<file path="src/rtl/cpu_sequencer.sv">
// cpu_sequencer: multi-cycle fetch/decode/execute sequencer for an 8-bit CPU.
// It fetches a one- or two-byte instruction over a simple read port, then
// produces one-cycle ALU and register-write strobes. HLT stops it, halt_req
// stops it at the next instruction boundary, and a stalled memory read
// times out into HALT with err set.
//
// Memory handshake: mem_req is the request valid and mem_ack is the ready.
// While mem_req is high, mem_addr holds steady at pc. The read completes on
// the first rising edge where both are high, and mem_rdata is captured on
// that edge. mem_ack is ignored while mem_req is low. An ack is allowed on
// the very first cycle of a request.
module cpu_sequencer #(
    parameter logic [7:0] RESET_PC    = 8'h00,
    parameter int         ACK_TIMEOUT = 15
) (
    input  logic       clk,
    input  logic       rst_n,
    input  logic       start,
    input  logic       halt_req,
    output logic       mem_req,
    output logic [7:0] mem_addr,
    input  logic       mem_ack,
    input  logic [7:0] mem_rdata,
    output logic [7:0] pc,
    output logic [7:0] ir,
    output logic [7:0] opr,
    output logic       alu_en,
    output logic       reg_we,
    output logic [2:0] state,
    output logic       halted,
    output logic       err,
    output logic [7:0] instr_cnt
);

    typedef enum logic [2:0] {
        ST_IDLE   = 3'd0,
        ST_FETCH  = 3'd1,
        ST_FETCH2 = 3'd2,
        ST_DECODE = 3'd3,
        ST_EXEC   = 3'd4,
        ST_WB     = 3'd5,
        ST_HALT   = 3'd6
    } state_t;

    localparam logic [3:0] OP_NOP = 4'h0;
    localparam logic [3:0] OP_JMP = 4'hC;
    localparam logic [3:0] OP_HLT = 4'hF;

    // The wait counter only needs to reach ACK_TIMEOUT-1. The timeout fires
    // on the edge that would have made it ACK_TIMEOUT, so mem_req is high
    // for exactly ACK_TIMEOUT cycles before it is dropped.
    localparam int                WAIT_W    = (ACK_TIMEOUT < 2) ? 1 : $clog2(ACK_TIMEOUT + 1);
    localparam logic [WAIT_W-1:0] WAIT_LAST = WAIT_W'(ACK_TIMEOUT - 1);

    state_t            state_q;
    logic [7:0]        pc_q;
    logic [7:0]        ir_q;
    logic [7:0]        opr_q;
    logic [7:0]        instr_cnt_q;
    logic              mem_req_q;
    logic              alu_en_q;
    logic              reg_we_q;
    logic              err_q;
    logic [WAIT_W-1:0] wait_q;

    logic [3:0]        op;
    logic [7:0]        pc_inc_d;
    logic [7:0]        instr_cnt_d;
    logic              ack_take;
    logic              no_wb;

    assign op          = ir_q[7:4];
    assign pc_inc_d    = pc_q + 8'd1;
    assign instr_cnt_d = instr_cnt_q + 8'd1;
    assign ack_take    = mem_req_q && mem_ack;
    // NOP and JMP finish in EXEC; they do not use the ALU or write back.
    assign no_wb       = (op == OP_NOP) || (op == OP_JMP);

    // Sequencer FSM: all state, datapath registers and strobes update here.
    always_ff @(posedge clk) begin
        if (!rst_n) begin
            state_q     <= ST_IDLE;
            pc_q        <= RESET_PC;
            ir_q        <= 8'h00;
            opr_q       <= 8'h00;
            instr_cnt_q <= 8'h00;
            mem_req_q   <= 1'b0;
            alu_en_q    <= 1'b0;
            reg_we_q    <= 1'b0;
            err_q       <= 1'b0;
            wait_q      <= '0;
        end else begin
            // Strobes are single-cycle: they are low unless set below.
            alu_en_q <= 1'b0;
            reg_we_q <= 1'b0;
            case (state_q)
                ST_IDLE: begin
                    if (start) begin
                        state_q   <= ST_FETCH;
                        mem_req_q <= 1'b1;
                        wait_q    <= '0;
                    end
                end
                ST_FETCH, ST_FETCH2: begin
                    if (ack_take) begin
                        pc_q   <= pc_inc_d;
                        wait_q <= '0;
                        if (state_q == ST_FETCH) begin
                            ir_q <= mem_rdata;
                            if (mem_rdata[7]) begin
                                // The operand read starts at once, and pc has
                                // already moved to the next byte.
                                state_q <= ST_FETCH2;
                            end else begin
                                state_q   <= ST_DECODE;
                                mem_req_q <= 1'b0;
                            end
                        end else begin
                            opr_q     <= mem_rdata;
                            state_q   <= ST_DECODE;
                            mem_req_q <= 1'b0;
                        end
                    end else if (mem_req_q) begin
                        if (wait_q == WAIT_LAST) begin
                            // Stalled read: give up and leave pc/ir/opr as
                            // they were, so a restart retries the same byte.
                            state_q   <= ST_HALT;
                            mem_req_q <= 1'b0;
                            err_q     <= 1'b1;
                            wait_q    <= '0;
                        end else begin
                            wait_q <= wait_q + WAIT_W'(1);
                        end
                    end
                end
                ST_DECODE: begin
                    if (op == OP_HLT) begin
                        // HLT counts as a completed instruction.
                        state_q     <= ST_HALT;
                        instr_cnt_q <= instr_cnt_d;
                    end else begin
                        state_q  <= ST_EXEC;
                        alu_en_q <= !no_wb;
                    end
                end
                ST_EXEC: begin
                    if (op == OP_JMP) begin
                        pc_q <= opr_q;
                    end
                    if (no_wb) begin
                        instr_cnt_q <= instr_cnt_d;
                        if (halt_req) begin
                            state_q <= ST_HALT;
                        end else begin
                            state_q   <= ST_FETCH;
                            mem_req_q <= 1'b1;
                            wait_q    <= '0;
                        end
                    end else begin
                        state_q  <= ST_WB;
                        reg_we_q <= 1'b1;
                    end
                end
                ST_WB: begin
                    instr_cnt_q <= instr_cnt_d;
                    if (halt_req) begin
                        state_q <= ST_HALT;
                    end else begin
                        state_q   <= ST_FETCH;
                        mem_req_q <= 1'b1;
                        wait_q    <= '0;
                    end
                end
                ST_HALT: begin
                    // start takes priority over a concurrent halt_req.
                    if (start) begin
                        state_q   <= ST_FETCH;
                        mem_req_q <= 1'b1;
                        err_q     <= 1'b0;
                        wait_q    <= '0;
                    end
                end
                default: begin
                    state_q   <= ST_IDLE;
                    mem_req_q <= 1'b0;
                end
            endcase
        end
    end

    assign mem_req   = mem_req_q;
    assign mem_addr  = pc_q;
    assign pc        = pc_q;
    assign ir        = ir_q;
    assign opr       = opr_q;
    assign alu_en    = alu_en_q;
    assign reg_we    = reg_we_q;
    assign state     = state_q;
    assign halted    = (state_q == ST_HALT);
    assign err       = err_q;
    assign instr_cnt = instr_cnt_q;

endmodule
</file>
<file path="config.mk">
export PLATFORM = sky130hd
export DESIGN_NAME = cpu_sequencer
export DESIGN_NICKNAME = d
export VERILOG_FILES = /design/src/rtl/cpu_sequencer.sv
export SDC_FILE = /design/constraint.sdc
export NUM_CORES = 1
export LEC_CHECK = 0
export CAP_MARGIN = 20
export CORE_MARGIN = 4
export CORE_UTILIZATION = 35
export DETAILED_ROUTE_END_ITERATION = 16
export GPL_TIMING_DRIVEN = 0
export PLACE_DENSITY = 0.59
export SLEW_MARGIN = 5
export SYNTH_ARGS = -nofsm -noshare
export SYNTH_HDL_FRONTEND = slang
export SYNTH_SLANG_ARGS = --single-unit
</file>
<file path="constraint.sdc">
create_clock -name clk -period 5.2 [get_ports clk]
set_input_delay 0.52 -clock clk [delete_from_list [all_inputs] [get_ports clk]]
set_output_delay 0.52 -clock clk [all_outputs]
set_load 0.02 [all_outputs]
</file>
==> impl_results.md <==
* Cell area reported after detailed placement at 0.00303 mm^2
* Max Buffers Root-to-Sink at 2
* Standard-cell row count at 29
* Area share of the largest cell type after synthesis at 36.8%
* Number of buffers added by the clock tree synthesis step at 5
* Data required time at the worst endpoint at about 4700 ps
* Flop and latch count out of synthesis at 43
* Share of synthesized area occupied by flip-flops and latches at between 30% and 40%
* Result of the run: finished clean
* Total of max-cap violations at 0
* Number of buffers added to fix hold violations after cts at 0
* WS Path Type: reg2out
* H-tree lvl count at 2
* Syn Nets at slightly above 300
* Syn Std Cell Area at 0.00234 mm^2
* P_leak at 1.08 nW
* Global-route congestion overflow total at 0
* Signal arrival time at the worst endpoint at around 1800 ps
* CP peak stage delay at 640 ps
* DRT iter0 DRCs at 151
* Psw at approximately 0.38 mW
* Library cells used by synthesis at 57
* Highest-delay cell along the critical path: sky130_fd_sc_hd__clkdlybuf4s50_1
* # DRC at 0
* Clock share of power at between 20% and 30%
* Hold Crit Endpoint: ir[3]
* Most frequent cells after synthesis: 43 x sky130_fd_sc_hd__dfxtp_1, 37 x sky130_fd_sc_hd__nor2_1, 26 x sky130_fd_sc_hd__nand2_1
* Uppermost signal routing layer after detailed routing: met4
* Cells resized by post-CTS repair at 0
* DR WL met3 at around 340 um
* Detail-routed net length per standard cell at 15.0 um
* Total global-route track usage at between 15 and 20%
* Period Utilization, post-route at 45.0%
* Buffers on Ports at 59
* Slew at the pin closest to its max-slew limit at 764 ps
* CTS tree: done
* Cells traversed along the worst timing path: buf_6, nand2b_1, nor2_1, clkdlybuf4s50_1
* Switching part of the total at about 36%
* Internal power contribution at roughly 0.66 mW
* Post-detail-place hpwl at between 4 and 5 mm
* Fraction of registers with async set/reset at 0%
* Share of power burned in registers at a little under two fifths
* Hold violation total from the final report at 0
* Warnings from Yosys at 0
* First-pass GRT wire length at roughly 11 mm
* # setup viols final at 0
* Effective utilization at floorplan at between 30% and 40%
* Average vias per placed instance at about 5.2
* FF-to-FF End: mem_req
* Via count of the routed design at 2270
* Share of cells above drive strength 1 at between 8 and 9%
* Power density over the cells at 332 mW/mm^2
* Count of boundary I/O pins at 61
* Largest area contributor in the synthesized netlist: sky130_fd_sc_hd__dfxtp_1
* 1st-pass router iterations at 4
* Mean post-synth cell area at 8.10 um^2
* Setup TNS at 0 ps
* Most used standard cell by instance count after synthesis: sky130_fd_sc_hd__dfxtp_1
* Core area at 0.00642 mm^2
* Vias in the first global route at roughly 2.1k
* Cell area after layout at 0.00314 mm^2
* Clock transition at the registers of the reported paths at around 90 ps
* Clk_lat worst skew at just over 300 ps
* Chip width at between 80 and 90 um
* Number of antenna violations at the first check in global routing at 0
* Diode count at 0
* Post-route ant nets at 0
* Cell family with most CP delay: buffers and inverters
* Maximum number of pins on one net before global-route repair at 16
* Post-CTS repair timing setup buffer count at 0
* Class of the tightest hold or removal check: reg2reg
* Met2 wire length at ~2.9 mm
* Overall die area at 0.00806 mm^2
* Layout Nets at 372
* Met1 layer wirelength in the final routing at approximately 3.2 mm
* Fin. max-slew vios at 0
* Placed Cells at between 400 and 500
* Depth of the most critical reg-to-reg path at 6
* Kind of end point of the critical path: output pin
* Total detailed-routing wirelength at around 6.5 mm
* Gate power share at a little under two fifths
* Crit path buffers/inverters at 2
* Count of mapped cells out of synthesis at between 200 and 300
* RSZ-0062 raised after global routing: no
* Cell depth of the worst min-delay path at 2
* CP max FO at 10
* Most common flop cell mapped by yosys: sky130_fd_sc_hd__dfxtp_1
* Maximum vdd drop at about 0.00017 V
* Crit path time final at between 2000 and 2500 ps
* Number of sinks driven by the clock tree at 43
* Worst slew slack as a fraction of its limit at a little under 50%
* Clock root buffer: sky130_fd_sc_hd__clkbuf_8
* Source of the worst hold timing path: ir[3]
* Final core occ at around half
* Achievable clock frequency at between 0.4 and 0.5 GHz
* Reg2Reg Setup Slack at roughly 3300 ps
* Area added between synthesis and finish at 34.3%
* Worst setup path start: state[0]
* Non-filler cells in the finished layout at around 430
* Synth area leaders: sky130_fd_sc_hd__dfxtp_1 37%, sky130_fd_sc_hd__mux2i_1 6.4%, sky130_fd_sc_hd__nor2_1 5.9%
* Vert. Die Dim at around 90 um
* Setup skew after layout at about 13 ps
* Kind of start point of the critical path: register
* Reg-to-reg startpoint: state[2]
* Final weighted congestion in routability-driven placement at about 0.91
* Number of enable-type register cells in the synthesized netlist at 0
## per-stage QoR
stage | hold slack, ps | power (mW) | setup WS, ps
final | 501 | 1.04 | 2860
after global routing | 533 | 1.11 | 2780
after CTS | 503 | 1.05 | 2840
after detailed placement | 476 | 0.775 | 2650
after global placement | 477 | 0.777 | 2640
after floorplan | 471 | 0.657 | 3370
## how the worst max path moves through the flow
stage / end / slack (ps) / cells past startpoint
floorplan: mem_addr[7] / 3370 / 5
global placement: mem_addr[7] / 2640 / 5
detailed placement: mem_addr[7] / 2650 / 5
CTS: halted / 2840 / 4
global route: halted / 2780 / 4
finish: halted / 2860 / 4
## routing by layer
| layer | track usage, % | vias to the layer above |
|---|---|---|
| met4 | 4.60 | 0 |
| li1 | - | 1157 |
| met1 | 22.5 | 1041 |
| met2 | 24.9 | 63 |
| met5 | 0 | - |
| met3 | 3.84 | 9 |
## flip-flops by register name (all words and copies together) (netlist names)
| name | cells |
|---|---|
| alu_en | 1 |
| state | 3 |
| opr | 8 |
| mem_addr | 8 |
| wait_q | 4 |
| reg_we | 1 |
| err | 1 |
| ir | 8 |
| instr_cnt | 8 |
| mem_req | 1 |
## cell type report
class,instances,area (um^2)
clock inverter,3,46.3
clock buffer,5,68.8
inverter,9,33.8
timing repair buffer,59,591
sequential,43,861
tap,77,96.3
fill,624,3280
multi-input combinational,215,1300
buffer,22,146
## cell families (layout without fill, tap and decap cells)
family / Yosys count / after routing / share of synthesized area, %
simple gates: 118 / 118 / 25.8
compound gates: 74 / 74 / 19.7
flops: 43 / 43 / 36.8
buf+inv: 31 / 98 / 7.70
mux: 15 / 15 / 6.41
fa+ha+maj: 4 / 4 / 2.14
xor+xnor: 4 / 4 / 1.50
## tightest hold or removal path: stages, from the launching register on
cell and delay (ps):
sky130_fd_sc_hd__dfxtp_1 340, sky130_fd_sc_hd__mux2i_1 60, sky130_fd_sc_hd__nor2_1 70
## power by group through the flow
stage               Combinational (mW)  Sequential, mW  Clock (mW)
CTS                              0.387           0.383       0.279
floorplan                        0.249           0.408           0
global placement                 0.387           0.390           0
global route                     0.429           0.387       0.294
detailed placement               0.385           0.390           0
finish                           0.387           0.383       0.272
## layout by cell type (no fill, tap or decap), types with 2 or more instances in the layout
cell type | netlist | layout
sky130_fd_sc_hd__o22ai_1 | 3 | 3
sky130_fd_sc_hd__inv_1 | 9 | 9
sky130_fd_sc_hd__nor2_1 | 37 | 37
sky130_fd_sc_hd__o21ai_0 | 23 | 23
sky130_fd_sc_hd__ha_1 | 4 | 4
sky130_fd_sc_hd__nor4b_1 | 2 | 2
sky130_fd_sc_hd__or3_1 | 5 | 5
sky130_fd_sc_hd__dfxtp_1 | 43 | 43
sky130_fd_sc_hd__clkdlybuf4s50_1 | 0 | 59
sky130_fd_sc_hd__a31oi_1 | 3 | 3
sky130_fd_sc_hd__nand2b_1 | 6 | 6
sky130_fd_sc_hd__and3_1 | 3 | 3
sky130_fd_sc_hd__nand2_1 | 26 | 26
sky130_fd_sc_hd__a21oi_1 | 22 | 22
sky130_fd_sc_hd__nand3_1 | 10 | 10
sky130_fd_sc_hd__mux2i_1 | 15 | 15
sky130_fd_sc_hd__buf_6 | 4 | 4
sky130_fd_sc_hd__nand4_1 | 4 | 4
sky130_fd_sc_hd__o31a_1 | 2 | 2
sky130_fd_sc_hd__or4_1 | 2 | 2
sky130_fd_sc_hd__nand3b_1 | 2 | 2
sky130_fd_sc_hd__buf_4 | 8 | 8
sky130_fd_sc_hd__buf_2 | 3 | 3
sky130_fd_sc_hd__clkbuf_1 | 7 | 7
sky130_fd_sc_hd__xnor2_1 | 2 | 2
sky130_fd_sc_hd__nor3_1 | 4 | 4
sky130_fd_sc_hd__o32ai_1 | 2 | 2
sky130_fd_sc_hd__nor2_2 | 2 | 2
sky130_fd_sc_hd__o31ai_1 | 2 | 2
sky130_fd_sc_hd__clkbuf_8 | 0 | 5
sky130_fd_sc_hd__nor3b_1 | 5 | 5
sky130_fd_sc_hd__xor2_1 | 2 | 2
Power figures use the tool's default switching activity.
